$ cat src/rtl/serial_add_sequencer_pkg.sv
// Shared types and defaults for the serial adder sequencer.
package add_seq_pkg;

  localparam int unsigned WIDTH_DEF   = 8;
  localparam int unsigned LATENCY_DEF = 9;
  localparam int unsigned FIFO_DEPTH  = 2;

  typedef enum logic [1:0] {
    IDLE  = 2'd0,
    START = 2'd1,
    WAIT  = 2'd2,
    DONE  = 2'd3
  } state_t;

  // Latency counter width; a single bit minimum keeps degenerate latencies legal.
  function automatic int unsigned cnt_width(input int unsigned lat);
    return (lat > 1) ? $clog2(lat) : 1;
  endfunction

endpackage

$ cat src/rtl/serial_add_sequencer_if.sv
// Operand, adder and result signals of the sequencer bundled as one port.
interface serial_add_sequencer_if #(
  parameter int unsigned WIDTH = 8
) ();

  logic             in_valid;
  logic             in_ready;
  logic [WIDTH-1:0] in_a;
  logic [WIDTH-1:0] in_b;
  logic [WIDTH-1:0] adder_a;
  logic [WIDTH-1:0] adder_b;
  logic             adder_start;
  logic [WIDTH:0]   adder_sum;
  logic             res_valid;
  logic             res_ready;
  logic [WIDTH:0]   res_sum;
  logic             busy;

  // Sequencer side.
  modport slave (
    input  in_valid, in_a, in_b, adder_sum, res_ready,
    output in_ready, adder_a, adder_b, adder_start, res_valid, res_sum, busy
  );

  // Environment side: operand source, adder and result sink.
  modport master (
    output in_valid, in_a, in_b, adder_sum, res_ready,
    input  in_ready, adder_a, adder_b, adder_start, res_valid, res_sum, busy
  );

endinterface

$ cat src/rtl/serial_add_sequencer_op_fifo.sv
// Two-entry operand-pair FIFO with 1-bit wrapping pointers and a 2-bit count.
module op_fifo
  import add_seq_pkg::*;
#(
  parameter int unsigned DW = 16
) (
  input  logic          clk,
  input  logic          resetn,
  input  logic          push,
  input  logic          pop,
  input  logic [DW-1:0] din,
  output logic [DW-1:0] dout,
  output logic          full,
  output logic          empty
);

  logic [DW-1:0] mem [FIFO_DEPTH];
  logic          wr_ptr;
  logic          rd_ptr;
  logic [1:0]    count;
  logic          push_ok;
  logic          pop_ok;

  assign full    = (count == 2'(FIFO_DEPTH));
  assign empty   = (count == 2'd0);
  assign dout    = mem[rd_ptr];
  assign push_ok = push && !full;
  assign pop_ok  = pop && !empty;

  // Storage, pointers and occupancy; simultaneous push/pop leaves the count unchanged.
  always_ff @(posedge clk or negedge resetn) begin
    if (!resetn) begin
      for (int i = 0; i < FIFO_DEPTH; i++) mem[i] <= '0;
      wr_ptr <= 1'b0;
      rd_ptr <= 1'b0;
      count  <= 2'd0;
    end else begin
      if (push_ok) begin
        mem[wr_ptr] <= din;
        wr_ptr      <= ~wr_ptr;
      end
      if (pop_ok) rd_ptr <= ~rd_ptr;
      case ({push_ok, pop_ok})
        2'b10:   count <= count + 2'd1;
        2'b01:   count <= count - 2'd1;
        default: count <= count;
      endcase
    end
  end

endmodule

$ cat src/rtl/serial_add_sequencer.sv
// Flow-controlled front end for the free-running serial adder: queues operand
// pairs, starts one add at a time, waits out the latency and holds the sum
// until downstream accepts it.
module serial_add_sequencer
  import add_seq_pkg::*;
#(
  parameter int unsigned WIDTH   = WIDTH_DEF,
  parameter int unsigned LATENCY = LATENCY_DEF
) (
  input logic                   clk,
  input logic                   resetn,
  serial_add_sequencer_if.slave bus
);

  localparam int unsigned CNT_W = cnt_width(LATENCY);
  localparam int unsigned DW    = 2 * WIDTH;

  state_t           state;
  state_t           state_nxt;
  logic [CNT_W-1:0] cnt;
  logic             fifo_push;
  logic             fifo_full;
  logic             fifo_empty;
  logic [DW-1:0]    fifo_dout;
  logic             load_op;
  logic             cap_res;
  logic             clr_res;

  // in_ready depends only on FIFO occupancy, never on the result side.
  assign fifo_push    = bus.in_valid && !fifo_full;
  assign bus.in_ready = !fifo_full;
  assign bus.busy     = (state != IDLE) || !fifo_empty;

  op_fifo #(.DW(DW)) u_op_fifo (
    .clk    (clk),
    .resetn (resetn),
    .push   (fifo_push),
    .pop    (load_op),
    .din    ({bus.in_a, bus.in_b}),
    .dout   (fifo_dout),
    .full   (fifo_full),
    .empty  (fifo_empty)
  );

  // State register.
  always_ff @(posedge clk or negedge resetn) begin
    if (!resetn) state <= IDLE;
    else         state <= state_nxt;
  end

  // Next-state: DONE chains straight into START when work is queued.
  always_comb begin
    state_nxt = state;
    case (state)
      IDLE:    if (!fifo_empty) state_nxt = START;
      START:   state_nxt = WAIT;
      WAIT:    if (cnt == '0) state_nxt = DONE;
      DONE:    if (bus.res_ready) state_nxt = fifo_empty ? IDLE : START;
      default: state_nxt = IDLE;
    endcase
  end

  // Control strobes: pop/load operands, capture sum, release result.
  always_comb begin
    load_op = 1'b0;
    cap_res = 1'b0;
    clr_res = 1'b0;
    case (state)
      IDLE: load_op = !fifo_empty;
      WAIT: cap_res = (cnt == '0);
      DONE: begin
        clr_res = bus.res_ready;
        load_op = bus.res_ready && !fifo_empty;
      end
      default: ;
    endcase
  end

  // Operand registers, start pulse and latency counter; counting begins with START.
  always_ff @(posedge clk or negedge resetn) begin
    if (!resetn) begin
      bus.adder_a     <= '0;
      bus.adder_b     <= '0;
      bus.adder_start <= 1'b0;
      cnt             <= '0;
    end else begin
      bus.adder_start <= load_op;
      if (load_op) begin
        bus.adder_a <= fifo_dout[DW-1:WIDTH];
        bus.adder_b <= fifo_dout[WIDTH-1:0];
        cnt         <= CNT_W'(LATENCY - 1);
      end else if (cnt != '0) begin
        cnt <= cnt - CNT_W'(1);
      end
    end
  end

  // Result register, held until the downstream handshake.
  always_ff @(posedge clk or negedge resetn) begin
    if (!resetn) begin
      bus.res_valid <= 1'b0;
      bus.res_sum   <= '0;
    end else if (cap_res) begin
      bus.res_valid <= 1'b1;
      bus.res_sum   <= bus.adder_sum;
    end else if (clr_res) begin
      bus.res_valid <= 1'b0;
    end
  end

endmodule
$ cat src/flat_wrapper.sv
// flat-port wrapper written by rule: the top's interface ports become plain ports
module serial_add_sequencer_flat import add_seq_pkg::*;
#(
  parameter int unsigned WIDTH   = WIDTH_DEF,
  parameter int unsigned LATENCY = LATENCY_DEF
)
  (clk, resetn, bus_in_valid, bus_in_a, bus_in_b, bus_adder_sum, bus_res_ready, bus_in_ready, bus_adder_a, bus_adder_b, bus_adder_start, bus_res_valid, bus_res_sum, bus_busy);
  serial_add_sequencer_if #(.WIDTH(WIDTH)) bus_i ();
  input logic clk;
  input logic resetn;
  input wire logic [$bits(bus_i.in_valid)-1:0] bus_in_valid;
  input wire logic [$bits(bus_i.in_a)-1:0] bus_in_a;
  input wire logic [$bits(bus_i.in_b)-1:0] bus_in_b;
  input wire logic [$bits(bus_i.adder_sum)-1:0] bus_adder_sum;
  input wire logic [$bits(bus_i.res_ready)-1:0] bus_res_ready;
  output wire logic [$bits(bus_i.in_ready)-1:0] bus_in_ready;
  output wire logic [$bits(bus_i.adder_a)-1:0] bus_adder_a;
  output wire logic [$bits(bus_i.adder_b)-1:0] bus_adder_b;
  output wire logic [$bits(bus_i.adder_start)-1:0] bus_adder_start;
  output wire logic [$bits(bus_i.res_valid)-1:0] bus_res_valid;
  output wire logic [$bits(bus_i.res_sum)-1:0] bus_res_sum;
  output wire logic [$bits(bus_i.busy)-1:0] bus_busy;
  assign bus_i.in_valid = bus_in_valid;
  assign bus_i.in_a = bus_in_a;
  assign bus_i.in_b = bus_in_b;
  assign bus_i.adder_sum = bus_adder_sum;
  assign bus_i.res_ready = bus_res_ready;
  assign bus_in_ready = bus_i.in_ready;
  assign bus_adder_a = bus_i.adder_a;
  assign bus_adder_b = bus_i.adder_b;
  assign bus_adder_start = bus_i.adder_start;
  assign bus_res_valid = bus_i.res_valid;
  assign bus_res_sum = bus_i.res_sum;
  assign bus_busy = bus_i.busy;
  serial_add_sequencer #(.WIDTH(WIDTH), .LATENCY(LATENCY)) u_core (.clk(clk), .resetn(resetn), .bus(bus_i));
endmodule
$ cat config.mk
export PLATFORM = sky130hd
export DESIGN_NAME = serial_add_sequencer_flat
export DESIGN_NICKNAME = d
export VERILOG_FILES = /design/src/rtl/serial_add_sequencer_pkg.sv /design/src/rtl/serial_add_sequencer_if.sv /design/src/rtl/serial_add_sequencer_op_fifo.sv /design/src/rtl/serial_add_sequencer.sv /design/src/flat_wrapper.sv
export SDC_FILE = /design/constraint.sdc
export NUM_CORES = 1
export LEC_CHECK = 0
export CAP_MARGIN = 20
export CORE_ASPECT_RATIO = 1.1
export CORE_MARGIN = 5
export CORE_UTILIZATION = 55
export DETAILED_ROUTE_END_ITERATION = 7
export HOLD_SLACK_MARGIN = 0.08
export PLACE_DENSITY = 0.84
export SLEW_MARGIN = 25
export SYNTH_ARGS = -nofsm -noshare
export SYNTH_HDL_FRONTEND = slang
export SYNTH_SLANG_ARGS = --single-unit
$ cat constraint.sdc
create_clock -name clk -period 5.8 [get_ports clk]
set_clock_uncertainty 0.2 [all_clocks]
set_input_delay 0.58 -clock clk [delete_from_list [all_inputs] [get_ports clk]]
set_output_delay 0.58 -clock clk [all_outputs]
set_load 0.1 [all_outputs]
==> results.yml, run 1 <==
clock_network:
  cts-htree-levels: 3
  clk-insertion-delay-late_ns: 0.33
  tritoncts: "done"
  cts_num_sinks: 69
  cts_max_path_buffers: 2
  cts_setup_buffers: 0
  clkSlewWorstSetupHoldPaths_ns: 0.07
  ctsHoldBuffers: 0
  numCtsBuffers: 9
  ctsResizeCount: 0
  cts-root-buf: "sky130_fd_sc_hd__clkbuf_8"
setup_path:
  setup.worst_path.class: "reg2out"
  crit_chain: "inv_1, ha_1, nand2_1, clkdlybuf4s50_1"
  worst_setup_slack_for_register_to_register_paths_ns: 3.58
  worst_r2r_path_depth: 5
  crit_path_max_fanout: 5
  worst_path_dominant_cell_family: "buffers and inverters"
  regToRegStartpoint: "u_core.cnt[0]"
  critical-path-max-stage-delay_ns: 1.13
  crit_path_top_delay_cell: "sky130_fd_sc_hd__clkdlybuf4s50_1"
  required_ns: 5.02
  kind_of_start_point_of_the_critical_path: "register"
  critical_path.reg2reg.endpoint: "u_core.state[0]"
  timing.critical_path.arrival_ns: 2.26
  number_of_buffers_and_inverters_on_the_critical_path: 2
  worst_setup_path_end_kind: "primary output"
yosys:
  yosys.cell_types.count: 24
  postSynthNetCount: 235
  synthesis.instances: 199
  synth-seq-cells: 69
  avgSynthCellArea_um2: 14.8
  synth-seq-area-share_pct: 58.5
  synth_warnings: 0
  synthesis.area_um2: 2950
timing:
  timing.final.hold_violations: 0
  maxSlewViolCount: 0
  timing.final.crit_period_ns: 3.04
  final.period_utilization_pct: 52.4
  rsz0062_at_grt: "no"
  timing.max_slew.rel_slack_pct: 33.4
  finalSetupTns_ns: 0
  final-setup-viol-count: 0
  worst_hold_slack_ns: 0.230
  max_slew.worst_pin.slew_ns: 0.995
  fmax_mhz: 329
final_layout:
  final_core_utilization_pct: 72.0
  layout-area-overhead-vs-synth_pct: 29.1
  insertedDiodeCount: 0
  multiInputGateArea_um2: 1160
  layout.nets: 297
  final-seq-area_um2: 1730
  fill_cells: 364
  post_route_cells_drive_above_1_share_pct: 35.7
die:
  die_x_um: 79.8
  rows: 28
  start_util_pct: 55.7
  die_span_in_y_um: 86.8
  die-area_um2: 6930
  core_area_um2: 5290
  ios: 58
min_path:
  min_path_type: "in2async"
routing:
  wl_per_cell_um: 15.3
  drt_drc_violations_left: 0
  detail_route.wirelength_um: 5220
  route.antenna.remaining_nets: 0
  via_per_inst: 5.07
  initialDrtViolationCount: 68
  drt_pre_antenna_iters: 4
  vias: 1729
placement:
  post-dp-hpwl_um: 3510
  routabilityCongestion: 0.716
  portBuffers: 57
outcome:
  status: "complete, no violations"
global_route:
  grt_pass1_vias: 1875
  grt_first_pass_wirelength_um: 9110
  overflow: 0
  grt_start_max_net_pins: 70
  grt_antenna_before_repair: 0
  global_route.usage.total_pct: 17.3
run:
  max_capacitance_violation_total: 0
worst reg2reg max path: cells and delay by family, from the launching register on:
family	cells	cell delay (ns)
compound gates	1	0.39
flops	1	0.40
fa+ha+maj	1	0.16
buf+inv	1	0.09
simple gates	1	0.49
mux	1	0.38
cells in the final DEF, fill, tap and decap left out:
| cell type | netlist | layout |
|---|---|---|
| sky130_fd_sc_hd__nand2b_1 | 2 | 2 |
| sky130_fd_sc_hd__clkbuf_1 | 1 | 1 |
| sky130_fd_sc_hd__clkdlybuf4s50_1 | 0 | 56 |
| sky130_fd_sc_hd__dfrtp_1 | 69 | 69 |
| sky130_fd_sc_hd__nor2_4 | 1 | 1 |
| sky130_fd_sc_hd__nand2_1 | 4 | 4 |
| sky130_fd_sc_hd__nand3_1 | 1 | 1 |
| sky130_fd_sc_hd__o221ai_1 | 1 | 1 |
| sky130_fd_sc_hd__clkinv_2 | 0 | 2 |
| sky130_fd_sc_hd__xor2_1 | 3 | 3 |
| sky130_fd_sc_hd__a21oi_1 | 2 | 2 |
| sky130_fd_sc_hd__buf_4 | 0 | 2 |
| sky130_fd_sc_hd__a21o_1 | 2 | 2 |
| sky130_fd_sc_hd__nor3_2 | 0 | 1 |
| sky130_fd_sc_hd__xnor2_1 | 4 | 4 |
| sky130_fd_sc_hd__clkbuf_8 | 0 | 11 |
| sky130_fd_sc_hd__or2b_1 | 1 | 1 |
| sky130_fd_sc_hd__ha_1 | 7 | 7 |
| sky130_fd_sc_hd__bufinv_16 | 0 | 2 |
| sky130_fd_sc_hd__or3b_1 | 1 | 1 |
| sky130_fd_sc_hd__mux2_2 | 75 | 75 |
| sky130_fd_sc_hd__a211oi_1 | 1 | 1 |
| sky130_fd_sc_hd__a222oi_1 | 1 | 1 |
| sky130_fd_sc_hd__inv_1 | 7 | 7 |
| sky130_fd_sc_hd__nor2_1 | 4 | 4 |
| sky130_fd_sc_hd__and3b_1 | 1 | 1 |
| sky130_fd_sc_hd__nor3_1 | 3 | 2 |
| sky130_fd_sc_hd__nand3b_1 | 1 | 1 |
| sky130_fd_sc_hd__buf_2 | 6 | 1 |
cell usage after synthesis:
cell	n	share of area, %
sky130_fd_sc_hd__inv_1	7	0.89
sky130_fd_sc_hd__buf_2	6	1.0
sky130_fd_sc_hd__or3b_1	1	0.30
sky130_fd_sc_hd__clkbuf_1	1	0.13
sky130_fd_sc_hd__nor3_1	3	0.51
sky130_fd_sc_hd__a211oi_1	1	0.25
sky130_fd_sc_hd__dfrtp_1	69	59
sky130_fd_sc_hd__ha_1	7	3.0
sky130_fd_sc_hd__a21o_1	2	0.51
sky130_fd_sc_hd__a222oi_1	1	0.34
sky130_fd_sc_hd__and3b_1	1	0.30
sky130_fd_sc_hd__xor2_1	3	0.89
sky130_fd_sc_hd__buf_6	1	0.38
sky130_fd_sc_hd__nand2_1	4	0.51
sky130_fd_sc_hd__nor2_1	4	0.51
sky130_fd_sc_hd__nand3_1	1	0.17
sky130_fd_sc_hd__nor2_4	1	0.38
sky130_fd_sc_hd__nand3b_1	1	0.25
sky130_fd_sc_hd__or2b_1	1	0.25
sky130_fd_sc_hd__xnor2_1	4	1.2
sky130_fd_sc_hd__nand2b_1	2	0.42
sky130_fd_sc_hd__o221ai_1	1	0.30
sky130_fd_sc_hd__a21oi_1	2	0.34
sky130_fd_sc_hd__mux2_2	75	29
registers in the layout, indices dropped and copies added (netlist names):
name                     cells
u_core.u_op_fifo.mem        32
u_core.bus.res_sum           9
u_core.bus.adder_a           8
u_core.bus.adder_b           8
u_core.cnt                   4
u_core.state                 2
u_core.u_op_fifo.count       2
u_core.bus.adder_start       1
u_core.bus.res_valid         1
u_core.u_op_fifo.rd_ptr      1
u_core.u_op_fifo.wr_ptr      1
per-stage QoR:
| stage | setup WS (ns) | area, um^2 | instances |
|---|---|---|---|
| after floorplan | 3.26 | 2950 | 199 |
| after global routing | 2.66 | 3810 | 341 |
| after global placement | 3.14 | 3580 | 325 |
| after detailed placement | 3.12 | 3580 | 325 |
| final | 2.76 | 3810 | 341 |
| after CTS | 2.74 | 3810 | 341 |
layer usage:
| metal | track usage, % | vias to the layer above | share of wire [%] |
|---|---|---|---|
| li1 | - | 823 | - |
| met1 | 21.9 | 867 | 43 |
| met2 | 28.5 | 31 | 52 |
| met3 | 4.37 | 8 | 3.8 |
| met4 | 6.91 | 0 | 1.6 |
| met5 | 0 | - | 0 |
layout make-up:
cell class | instances | share of cell area [%]
Clock inverter | 4 | 1.84
Sequential cell | 69 | 45.3
Clock buffer | 12 | 4.07
Tap cell | 75 | 2.46
Inverter | 7 | 0.690
Timing Repair Buffer | 59 | 15.2
Multi-Input combinational cell | 115 | 30.4
worst max-delay path by stage:
stage | cells past startpoint | startpoint | end | slack (ns)
3_3_place_gp | 4 | u_core.state[0] | bus_busy | 3.14
5_1_grt | 4 | u_core.state[0] | bus_busy | 2.66
2_1_floorplan | 5 | u_core.u_op_fifo.count[0] | u_core.u_op_fifo.mem[16] | 3.26
3_5_place_dp | 4 | u_core.state[0] | bus_busy | 3.12
6_report | 4 | u_core.state[0] | bus_busy | 2.76
4_1_cts | 4 | u_core.state[0] | bus_busy | 2.74
kinds of logic after synthesis:
group,Yosys count,share of synthesized area (%)
muxes,75,28.6
DFF,69,58.5
and+or+nand+nor,19,3.61
buffers and inverters,15,2.42
AOI/OAI and AO/OA,7,1.74
xor gates and xnor gates,7,2.08
adders and majority gates,7,2.97
Power of run 1 is left out: the tool's default activity adds up to more than one toggle a clock period on the data nets, which glitch-free logic cannot reach.
==> run 2: changes to the inputs <==
Settings changed: CORE_UTILIZATION 55 to 51, PLACE_DENSITY 0.84 to 0.79.
Clock period 5.8 ns to 2.9 ns, I/O delays scaled along.
==> run 2 against run 1 <==
Against the previous run: critical endpoint is now u_core.bus.adder_a[6]; worst hold slack better by 0.058 ns; register-to-register slack worse by 3.0 ns; setup slack got worse by 2.2 ns; largest cell class unchanged; via count is 1.3% higher; sequential share of layout area is 1.1 points higher.
==> results.yml, run 2 (same netlist as run 1, synthesis figures left out) <==
outcome:
  status: "complete, no violations"
final_layout:
  fill_cells: 453
  top_regs: "u_core.u_op_fifo.mem (32), u_core.bus.res_sum (9)"
  final-seq-area_um2: 1730
  layout_commonest_cell: "sky130_fd_sc_hd__mux2_2"
  layout.nets: 300
  post_route_cells_drive_above_1_share_pct: 46.4
  final_cell_mix: "75 x sky130_fd_sc_hd__mux2_2, 69 x sky130_fd_sc_hd__dfrtp_1, 32 x sky130_fd_sc_hd__buf_4, 27 x sky130_fd_sc_hd__clkdlybuf4s50_1, 11 x sky130_fd_sc_hd__clkbuf_8"
  insertedDiodeCount: 0
  multiInputGateArea_um2: 1160
  max_reg_flops: 32
  layout-area-overhead-vs-synth_pct: 26.0
  register_name_with_the_most_flops: "u_core.u_op_fifo.mem"
  final_core_utilization_pct: 65.2
die:
  ios: 58
  core_area_um2: 5700
  die_span_in_y_um: 89.8
  start_util_pct: 51.8
  die_x_um: 82.5
  die-area_um2: 7410
  rows: 29
setup_path:
  crit_path_max_fanout: 17
  required_ns: 2.91
  worst_setup_path_end_kind: "register"
  setup.worst_path.class: "reg2reg"
  kind_of_start_point_of_the_critical_path: "register"
  timing.critical_path.arrival_ns: 2.31
clock_network:
  cts_max_path_buffers: 2
  cts_num_sinks: 69
  tritoncts: "done"
  ctsHoldBuffers: 1
  numCtsBuffers: 9
  clk-insertion-delay-late_ns: 0.33
  cts-htree-levels: 3
  clkSlewWorstSetupHoldPaths_ns: 0.07
  cts_setup_buffers: 0
  cts-root-buf: "sky130_fd_sc_hd__clkbuf_8"
  ctsResizeCount: 0
timing:
  final-setup-viol-count: 0
  timing.final.crit_period_ns: 2.30
  finalSetupTns_ns: 0
  max_slew.worst_pin.slew_ns: 0.768
  timing.final.hold_violations: 0
  timing.max_slew.rel_slack_pct: 48.8
  final.period_utilization_pct: 79.2
  maxSlewViolCount: 0
  fmax_mhz: 435
  rsz0062_at_grt: "no"
  final_critical_path_setup_slack_ns: 0.603
routing:
  drt_drc_violations_left: 0
  route.antenna.remaining_nets: 0
  drt_pre_antenna_iters: 4
  detail_route.wirelength_um: 5350
  wl_per_cell_um: 15.6
  vias: 1752
  initialDrtViolationCount: 79
  via_per_inst: 5.09
placement:
  post-dp-hpwl_um: 3720
  portBuffers: 57
  routabilityCongestion: 0.756
  placement.setup.worst_slack_ns: 0.536
global_route:
  grt_antenna_before_repair: 0
  global_route.usage.total_pct: 16.3
  grt_pass1_vias: 1875
  grt_start_max_net_pins: 70
  grt_first_pass_wirelength_um: 9070
  overflow: 0
run:
  max_capacitance_violation_total: 0
min_path:
  min_path_type: "reg2reg"
-- run 2: changes by cell type in the layout (fill, tap and decap cells not counted), sizes merged --
cell	change
buf	+31
bufinv	-2
dlygate4sd3	+1
clkdlybuf4s50	-29
-- run 2: worst paths after layout --
check / startpoint / to / slack [ns] / cells past startpoint
worst max register to register: u_core.state[0] / u_core.bus.adder_a[6] / 0.60 / 5
max in group asynchronous: resetn / u_core.u_op_fifo.mem[5] / 1.91 / 3
worst max-delay path: u_core.state[0] / u_core.bus.adder_a[6] / 0.60 / 5
min in group asynchronous: resetn / u_core.bus.adder_b[6] / 0.31 / 3
worst min register to register: u_core.bus.res_valid / u_core.bus.res_valid / 0.29 / 1
worst min-delay path: u_core.bus.res_valid / u_core.bus.res_valid / 0.29 / 1
-- run 2: layout make-up --
class	instances	share of cell area [%]
repair buffers	62	14.7
clock inverters	2	0.269
multi-input cells	115	31.1
inverters	7	0.707
clock buffers	12	4.18
well taps	77	2.59
flip-flops and latches	69	46.5
-- run 2: stage by stage --
step	instance area, um^2	cells	hold slack [ns]
after floorplan	2950	199	-0.206
after global placement	3540	329	0.141
after detailed placement	3540	329	0.141
after CTS	3720	344	0.291
after global routing	3720	344	0.312
final	3720	344	0.288
-- run 2: worst max-delay path: stages, from the launching register on --
cell and delay (ns):
sky130_fd_sc_hd__dfrtp_1 0.41, sky130_fd_sc_hd__inv_1 0.10, sky130_fd_sc_hd__ha_1 0.35, sky130_fd_sc_hd__nor3_2 0.42, sky130_fd_sc_hd__buf_4 0.33, sky130_fd_sc_hd__mux2_2 0.36
-- run 2: layer usage --
layer	GRT usage (%)	wire, um	vias to the layer above
met2	25.6	2800	35
met5	0	0	-
met4	6.54	70	0
li1	-	-	824
met3	5.20	203	8
met1	20.6	2280	885
Power of run 2 is left out for the same reason.
